<file path="src/rtl/cfg_write_sequencer_if.sv">
// Request/config-bus bundle for cfg_write_sequencer.
// slave = sequencer view, master = requesters plus register-block observer.
interface cfg_write_sequencer_if;
    logic        req0_valid;
    logic        req0_ready;
    logic [7:0]  req0_addr;
    logic [31:0] req0_data;
    logic [1:0]  req0_len;
    logic        req1_valid;
    logic        req1_ready;
    logic [7:0]  req1_addr;
    logic [31:0] req1_data;
    logic [1:0]  req1_len;
    logic        cfg_lock;
    logic        CFG_WE;
    logic [7:0]  CFG_ADDR;
    logic [7:0]  CFG_DATA;
    logic        busy;
    logic        done;
    logic        done_id;

    modport slave (
        input  req0_valid, req0_addr, req0_data, req0_len,
        input  req1_valid, req1_addr, req1_data, req1_len,
        input  cfg_lock,
        output req0_ready, req1_ready,
        output CFG_WE, CFG_ADDR, CFG_DATA, busy, done, done_id
    );

    modport master (
        output req0_valid, req0_addr, req0_data, req0_len,
        output req1_valid, req1_addr, req1_data, req1_len,
        output cfg_lock,
        input  req0_ready, req1_ready,
        input  CFG_WE, CFG_ADDR, CFG_DATA, busy, done, done_id
    );
endinterface

</file>
<file path="src/rtl/cfg_write_sequencer.sv">
// Round-robin arbiter that serialises 1-4 byte little-endian config words
// onto the 8-bit channel config bus as atomic bursts.
//
// state   | meaning
// --------+--------------------------------------------------------------
// S_IDLE  | waiting for a grant; readies only here and only when unlocked
// S_WRITE | one-cycle byte strobe of byte r_idx at r_base + r_idx
// S_GAP   | CFG_WE low between bytes, r_gap counts down to 0
// S_DONE  | one-cycle done pulse carrying the requester id
module cfg_write_sequencer #(
    parameter int GAP_CYCLES = 1
) (
    input  logic                  CLK_LOW,
    input  logic                  reset_n,
    cfg_write_sequencer_if.slave  cfg_bus
);
    typedef enum logic [1:0] {S_IDLE, S_WRITE, S_GAP, S_DONE} state_t;

    localparam logic [3:0] GAP_LOAD = (GAP_CYCLES == 0) ? 4'd0 : 4'(GAP_CYCLES - 1);

    state_t      r_state, w_next;
    logic [7:0]  r_base;
    logic [31:0] r_data;
    logic [1:0]  r_len, r_idx, w_idx_next;
    logic [3:0]  r_gap, w_gap_next;
    logic        r_id, r_last_grant;
    logic        w_grant_sel, w_ready0, w_ready1, w_accept;
    logic [7:0]  w_byte;

    // With both valid, the requester not served last wins.
    always_comb begin
        w_grant_sel = cfg_bus.req1_valid;
        if (cfg_bus.req0_valid && cfg_bus.req1_valid)
            w_grant_sel = ~r_last_grant;
        w_ready0 = (r_state == S_IDLE) && !cfg_bus.cfg_lock && !w_grant_sel;
        w_ready1 = (r_state == S_IDLE) && !cfg_bus.cfg_lock &&  w_grant_sel;
        w_accept = (w_ready0 && cfg_bus.req0_valid) || (w_ready1 && cfg_bus.req1_valid);
    end

    always_comb begin
        w_next     = r_state;
        w_idx_next = r_idx;
        w_gap_next = r_gap;
        case (r_state)
            S_IDLE: begin
                if (w_accept) begin
                    w_next     = S_WRITE;
                    w_idx_next = 2'd0;
                end
            end
            S_WRITE: begin
                if (r_idx == r_len) begin
                    w_next = S_DONE;
                end else if (GAP_CYCLES == 0) begin
                    w_idx_next = r_idx + 2'd1;
                end else begin
                    w_next     = S_GAP;
                    w_gap_next = GAP_LOAD;
                end
            end
            S_GAP: begin
                if (r_gap == 4'd0) begin
                    w_next     = S_WRITE;
                    w_idx_next = r_idx + 2'd1;
                end else begin
                    w_gap_next = r_gap - 4'd1;
                end
            end
            default: w_next = S_IDLE;
        endcase
    end

    always_ff @(posedge CLK_LOW or negedge reset_n) begin
        if (!reset_n) begin
            r_state      <= S_IDLE;
            r_base       <= 8'd0;
            r_data       <= 32'd0;
            r_len        <= 2'd0;
            r_idx        <= 2'd0;
            r_gap        <= 4'd0;
            r_id         <= 1'b0;
            r_last_grant <= 1'b1;
        end else begin
            r_state <= w_next;
            r_idx   <= w_idx_next;
            r_gap   <= w_gap_next;
            if (w_accept) begin
                r_base       <= w_grant_sel ? cfg_bus.req1_addr : cfg_bus.req0_addr;
                r_data       <= w_grant_sel ? cfg_bus.req1_data : cfg_bus.req0_data;
                r_len        <= w_grant_sel ? cfg_bus.req1_len  : cfg_bus.req0_len;
                r_id         <= w_grant_sel;
                r_last_grant <= w_grant_sel;
            end
        end
    end

    always_comb begin
        case (r_idx)
            2'd0:    w_byte = r_data[7:0];
            2'd1:    w_byte = r_data[15:8];
            2'd2:    w_byte = r_data[23:16];
            default: w_byte = r_data[31:24];
        endcase
    end

    // Address/data are decoded from burst registers, so they hold through GAP.
    assign cfg_bus.req0_ready = w_ready0;
    assign cfg_bus.req1_ready = w_ready1;
    assign cfg_bus.CFG_WE     = (r_state == S_WRITE);
    assign cfg_bus.CFG_ADDR   = r_base + {6'd0, r_idx};
    assign cfg_bus.CFG_DATA   = w_byte;
    assign cfg_bus.busy       = (r_state != S_IDLE);
    assign cfg_bus.done       = (r_state == S_DONE);
    assign cfg_bus.done_id    = r_id;
endmodule
</file>
<file path="src/flat_wrapper.sv">
// flat-port wrapper written by rule: the top's interface ports become plain ports
module cfg_write_sequencer_flat 
#(
    parameter int GAP_CYCLES = 1
)
  (CLK_LOW, reset_n, cfg_bus_req0_valid, cfg_bus_req0_addr, cfg_bus_req0_data, cfg_bus_req0_len, cfg_bus_req1_valid, cfg_bus_req1_addr, cfg_bus_req1_data, cfg_bus_req1_len, cfg_bus_cfg_lock, cfg_bus_req0_ready, cfg_bus_req1_ready, cfg_bus_CFG_WE, cfg_bus_CFG_ADDR, cfg_bus_CFG_DATA, cfg_bus_busy, cfg_bus_done, cfg_bus_done_id);
  cfg_write_sequencer_if cfg_bus_i ();
  input  logic CLK_LOW;
  input  logic reset_n;
  input wire logic [$bits(cfg_bus_i.req0_valid)-1:0] cfg_bus_req0_valid;
  input wire logic [$bits(cfg_bus_i.req0_addr)-1:0] cfg_bus_req0_addr;
  input wire logic [$bits(cfg_bus_i.req0_data)-1:0] cfg_bus_req0_data;
  input wire logic [$bits(cfg_bus_i.req0_len)-1:0] cfg_bus_req0_len;
  input wire logic [$bits(cfg_bus_i.req1_valid)-1:0] cfg_bus_req1_valid;
  input wire logic [$bits(cfg_bus_i.req1_addr)-1:0] cfg_bus_req1_addr;
  input wire logic [$bits(cfg_bus_i.req1_data)-1:0] cfg_bus_req1_data;
  input wire logic [$bits(cfg_bus_i.req1_len)-1:0] cfg_bus_req1_len;
  input wire logic [$bits(cfg_bus_i.cfg_lock)-1:0] cfg_bus_cfg_lock;
  output wire logic [$bits(cfg_bus_i.req0_ready)-1:0] cfg_bus_req0_ready;
  output wire logic [$bits(cfg_bus_i.req1_ready)-1:0] cfg_bus_req1_ready;
  output wire logic [$bits(cfg_bus_i.CFG_WE)-1:0] cfg_bus_CFG_WE;
  output wire logic [$bits(cfg_bus_i.CFG_ADDR)-1:0] cfg_bus_CFG_ADDR;
  output wire logic [$bits(cfg_bus_i.CFG_DATA)-1:0] cfg_bus_CFG_DATA;
  output wire logic [$bits(cfg_bus_i.busy)-1:0] cfg_bus_busy;
  output wire logic [$bits(cfg_bus_i.done)-1:0] cfg_bus_done;
  output wire logic [$bits(cfg_bus_i.done_id)-1:0] cfg_bus_done_id;
  assign cfg_bus_i.req0_valid = cfg_bus_req0_valid;
  assign cfg_bus_i.req0_addr = cfg_bus_req0_addr;
  assign cfg_bus_i.req0_data = cfg_bus_req0_data;
  assign cfg_bus_i.req0_len = cfg_bus_req0_len;
  assign cfg_bus_i.req1_valid = cfg_bus_req1_valid;
  assign cfg_bus_i.req1_addr = cfg_bus_req1_addr;
  assign cfg_bus_i.req1_data = cfg_bus_req1_data;
  assign cfg_bus_i.req1_len = cfg_bus_req1_len;
  assign cfg_bus_i.cfg_lock = cfg_bus_cfg_lock;
  assign cfg_bus_req0_ready = cfg_bus_i.req0_ready;
  assign cfg_bus_req1_ready = cfg_bus_i.req1_ready;
  assign cfg_bus_CFG_WE = cfg_bus_i.CFG_WE;
  assign cfg_bus_CFG_ADDR = cfg_bus_i.CFG_ADDR;
  assign cfg_bus_CFG_DATA = cfg_bus_i.CFG_DATA;
  assign cfg_bus_busy = cfg_bus_i.busy;
  assign cfg_bus_done = cfg_bus_i.done;
  assign cfg_bus_done_id = cfg_bus_i.done_id;
  cfg_write_sequencer #(.GAP_CYCLES(GAP_CYCLES)) u_core (.CLK_LOW(CLK_LOW), .reset_n(reset_n), .cfg_bus(cfg_bus_i));
endmodule
</file>
<file path="config.mk">
export PLATFORM = sky130hd
export DESIGN_NAME = cfg_write_sequencer_flat
export DESIGN_NICKNAME = d
export VERILOG_FILES = /design/src/rtl/cfg_write_sequencer_if.sv /design/src/rtl/cfg_write_sequencer.sv /design/src/flat_wrapper.sv
export SDC_FILE = /design/constraint.sdc
export NUM_CORES = 1
export LEC_CHECK = 0
export ABC_CLOCK_PERIOD_IN_PS = 2300
export CAP_MARGIN = 20
export CORE_AREA = 2 2 85 87
export CTS_BUF_LIST = sky130_fd_sc_hd__clkbuf_16
export DETAILED_ROUTE_END_ITERATION = 10
export DIE_AREA = 0 0 87 89
export PLACE_DENSITY = 0.82
export SLEW_MARGIN = 30
export SYNTH_ARGS = -nofsm -noshare
export SYNTH_HDL_FRONTEND = slang
export SYNTH_SLANG_ARGS = --single-unit
</file>
<file path="constraint.sdc">
create_clock -name CLK_LOW -period 2.3 [get_ports CLK_LOW]
set_input_delay 0.46 -clock CLK_LOW [delete_from_list [all_inputs] [get_ports CLK_LOW]]
set_output_delay 0.46 -clock CLK_LOW [all_outputs]
set_load 0.03 [all_outputs]
</file>
## After elaboration in Yosys (flattened, before gate mapping)

Cells that the tools add are included.

- Register bits: 52
- Bits of input ports: 89
- Output and inout port bits: 22
- Word-level logic and storage cells: 55

- $add $sub $neg: 3
- Eq/ne operators: 10
- Mux-type cells: 15
- Reduce and logical (&&, ||, !) cells: 18
- Bitwise operators: 1

Operators with widths:

| kind | number |
|---|---|
| 32-bit 2-to-1 mux | 1 |
| 8-bit one-hot mux with 3 select lines | 1 |
| 2-bit 2-to-1 mux | 5 |
| 8-bit by 2-bit adder with 8-bit output | 1 |
| 4-bit 2-to-1 mux | 2 |
| 8-bit 2-to-1 mux | 1 |
| 4-bit one-hot mux with 2 select lines | 1 |
| 2-bit == test, second input constant | 3 |
| 1-bit logical AND | 6 |
| 2-bit one-hot mux with 3 select lines | 1 |
| 3-bit AND reduction | 2 |
| 2-bit nonzero test | 3 |
| 2-bit by 1-bit == test with 1-bit output, second input constant | 2 |
| 2-bit logical NOT | 2 |
| 4-bit logical NOT | 1 |
| 2-bit by 1-bit != test with 1-bit output, second input constant | 2 |
| 2-bit != test, second input constant | 2 |
| 2-bit one-hot mux with 2 select lines | 1 |
| 4-bit by 1-bit subtractor with 4-bit output, second input constant | 1 |
| 2-bit by 1-bit adder with 2-bit output, second input constant | 1 |
| 2-bit == test | 1 |
| 1-bit logical NOT | 2 |
| 1-bit 2-to-1 mux | 2 |
| 2-bit AND reduction | 1 |
| other kinds (2) | 2 |

## Longest topological paths before layout

- Depth after elaboration: 8
- Depth in mapped cells: 8
- Mapped depth without buffers: 6

## Least setup slack after synthesis

Ideal clock, no wire load.

- Kind: register -> output
- Start point: register u_core.r_idx[0]
- End point: output port cfg_bus_CFG_ADDR[6]
- Buffers on the path: 0
- Path slack: -0.010 ns
- Stages on the path, launching flop included: 7
- Arrival time: 1.850 ns
- Data required time: 1.840 ns
- Path through: dfrtp_1 > ha_1 > inv_1 > fa_1 > nor2_1 > nand3_1 > xnor2_1

- Word-level cells in the longest chain between the ends: 1

RTL lines:

| element | line | RTL |
|---|---|---|
| from (decl) | cfg_write_sequencer.sv:24 | `logic [1:0] r_len, r_idx, w_idx_next;` |
| from (signal assigned) | cfg_write_sequencer.sv:85 | `r_idx <= w_idx_next;` |
| 8-bit by 2-bit adder with 8-bit output | cfg_write_sequencer.sv:110 | `assign cfg_bus.CFG_ADDR = r_base + {6'd0, r_idx};` |
| to (decl) | flat_wrapper.sv:22 | `output wire logic [$bits(cfg_bus_i.CFG_ADDR)-1:0] cfg_bus_CFG_ADDR;` |

No other way between the ends.

## Worst setup path after layout

Ends and elaborated chain as after synthesis.

==> flow_summary.yaml <==
run_status:
  outcome: "finished with violations"
  violations: "setup timing"
timing:
  period_share: 1.021
  period_needed_ns: 2.348
  fin_skew_ns: 0.004155
  hold_viol: 0
  hold_slack_ns: 0.1441
  fin_ws_ns: -0.04808
  tightest_slew_ns: 0.5965
  rsz0062_at_grt: "true"
  fmax_mhz: 425.9
  setup_viol: 4
  relSlewSlack: 0.5989
  drv_slew: 0
layout:
  fin_util: 0.6858
  diodes: 0
  layout-drive-gt1-share: 0.1686
  mostFrequentLayoutCell: "clkdlybuf4s50_1"
  final_cell_count_no_fill: 507
  area_growth_syn_to_layout_pct: 52.38
  nFillCells: 501
  nets: 529
  layout_common_cells: "clkdlybuf4s50_1, mux2i_1, dfrtp_1"
route:
  vias_per_cell: 5.369
  drc: 0
  drt-initial-drc-count: 182
  wirelength_mm: 8.183
  first_pass_iters: 5
  vias: 2722
  postRouteAntennaNets: 0
  post_drt_wl_per_cell_um: 16.14
global_route:
  grt_pass1_vias: 2795
  antenna_found_initial: 0
  gr-total-overflow: 0
  grt_first_pass_wirelength_mm: 13.05
  grt_use_total: 0.2162
  grt_max_degree: 53
logic_synthesis:
  yosysWarnings: 0
  synth_edf_count: 0
  ys_ff_latch: 52
  syn_area_per_cell_um2: 9.948
  ys.flop_type: "dfrtp_1"
  ys_seq_area_frac: 0.4307
  syn_area_mm2: 0.003024
  synthCells: 304
  syn_nets: 407
  yosys.cell_types.count: 38
  async_reset_ff_frac: 1.000
clocking:
  clk_pin_slew_ns: 0.07
  numCtsBuffers: 5
  root_buffer: "clkbuf_16"
  cts_max_path_buffers: 2
  h-tree-depth: 2
  numClockSinks: 52
  tritoncts: "built"
  clkLatencyLatePin_ns: 0.29
placement:
  numPortBuffers: 110
  dp_cells: 493
  pre_cts_ws_ns: -0.1309
  gp_congestion: 0.7681
  dpl.hpwl_mm: 5.973
worst_setup_path:
  cp_slowest_stage_delay_ns: 0.41
  critPathCaptureType: "primary output"
  worst_path_most_repeated_cell: "buf_6"
  path_cells: "buf_6 > ha_4 > inv_2 > fa_2 > nor2_4 > nand3_2 > xnor2_2 > buf_6"
  cp_max_fo: 3
  start_kind: "flop"
  arrival_ns: 1.89
  slowest_stage: "dfrtp_2"
  path_class: "reg2out"
  required_ns: 1.84
  rrSetupSlack_ns: 0.35
die:
  fp.dieW_um: 87
  start_util: 0.4501
  die_h_um: 89
  rows: 30
  fp.dieArea_mm2: 0.007743
  ios: 111
  coreArea_mm2: 0.006719
power_and_ir_drop:
  irDropWorstVdd_uv: 982.5
  p_leak_nw: 1.983
  power_w: 0.005680
  p_per_area_mw_per_mm2: 1233
hold_path:
  min_path_type: "in2async"
job:
  drv_cap: 0
## report_power, final
part / switching (W) / total [W] / internal (W)
Clock: 0.000328 / 0.000730 / 0.000401
Combinational: 0.00183 / 0.00327 / 0.00144
Sequential: 0.000344 / 0.00168 / 0.00133
Total: 0.00250 / 0.00568 / 0.00318
## layer usage
metal,vias to the layer above,share of wire,track usage,wire length [µm]
met5,-,0,0,0
met4,0,0.026,0.08665,214
met3,21,0.063,0.04617,514
met2,105,0.54,0.4011,4407
met1,1289,0.37,0.2409,3046
li1,1307,-,-,-
## metrics by stage
stage | setup TNS [ns] | area (µm²)
final | -0.1059 | 4608
after global routing | -0.4460 | 4608
after CTS | -0.2570 | 4554
after detailed placement | -0.5036 | 4292
after global placement | -0.01788 | 4292
after floorplan | 0 | 3032
## sequential cells by signal, summed over array words and instances, names as in the netlist
signal and flops:
u_core.r_data 32, u_core.r_base 8, u_core.r_gap 4, u_core.r_idx 2, u_core.r_len 2, u_core.r_state 2, u_core.cfg_bus.done_id 1, u_core.r_last_grant 1
## kinds of logic after synthesis
group / share of synthesized area
buffers and inverters: 0.06165
AOI/OAI and AO/OA: 0.1597
muxes: 0.1692
and+or+nand+nor: 0.09516
xor gates and xnor gates: 0.02317
DFF: 0.4307
adders and majority gates: 0.06041
## repair_timing
action | CTS | global route
resized for setup | 41 | 24
endpoints found under the setup margin | 15 | 15
hold buffers | 0 | 0
pin swaps | 9 | 10
buffers inserted | 4 | 2
## worst paths after layout
check / endpoint / cells past startpoint / startpoint
worst min-delay path: u_core.r_data[5]$_DFFE_PN0P_ / 2 / reset_n
max in group asynchronous: u_core.r_last_grant$_DFFE_PN1P_ / 2 / reset_n
min in group CLK_LOW: u_core.cfg_bus.done_id$_DFFE_PN0P_ / 2 / u_core.cfg_bus.done_id$_DFFE_PN0P_
worst min register to register: u_core.cfg_bus.done_id$_DFFE_PN0P_ / 2 / u_core.cfg_bus.done_id$_DFFE_PN0P_
worst max-delay path: cfg_bus_CFG_ADDR[6] / 8 / u_core.r_idx[0]$_DFFE_PN0P_
worst max register to register: u_core.r_gap[0]$_DFFE_PN0P_ / 7 / u_core.r_idx[0]$_DFFE_PN0P_
## cells in the mapped netlist, drive strengths merged (2+ instances only)
master   n  area share
clkbuf   7      0.0087
o22ai    3      0.0062
o31ai    3      0.0074
buf     12       0.029
nor3b    2      0.0050
ha      13       0.054
nand2b   3      0.0062
o21ai    4      0.0066
xnor2    3      0.0087
dfrtp   51        0.42
inv     19       0.024
xor2     5       0.014
mux2i   50        0.17
nand3    2      0.0033
nand2    5      0.0062
a22o     5       0.014
a21oi   46       0.077
nor2    48       0.060
a222oi   8       0.026
## layout make-up
class                           instances  area (µm²)  area share
Multi-Input combinational cell        214        1679      0.3644
Timing Repair Buffer                  134        1306      0.2835
Sequential cell                        52        1304      0.2829
Clock buffer                            5       125.1     0.02715
Tap cell                               80       100.1     0.02172
Inverter                               19       73.82     0.01602
Clock inverter                          3       20.02    0.004344
## critical path: cells and delay by family, from the launching register on
kind	cells	cell delay, ns
buf+inv	3	0.31
simple gates	2	0.22
flops	1	0.41
xor+xnor	1	0.14
fa+ha+maj	2	0.51
Note: power is estimated with default switching activity, not from simulation.
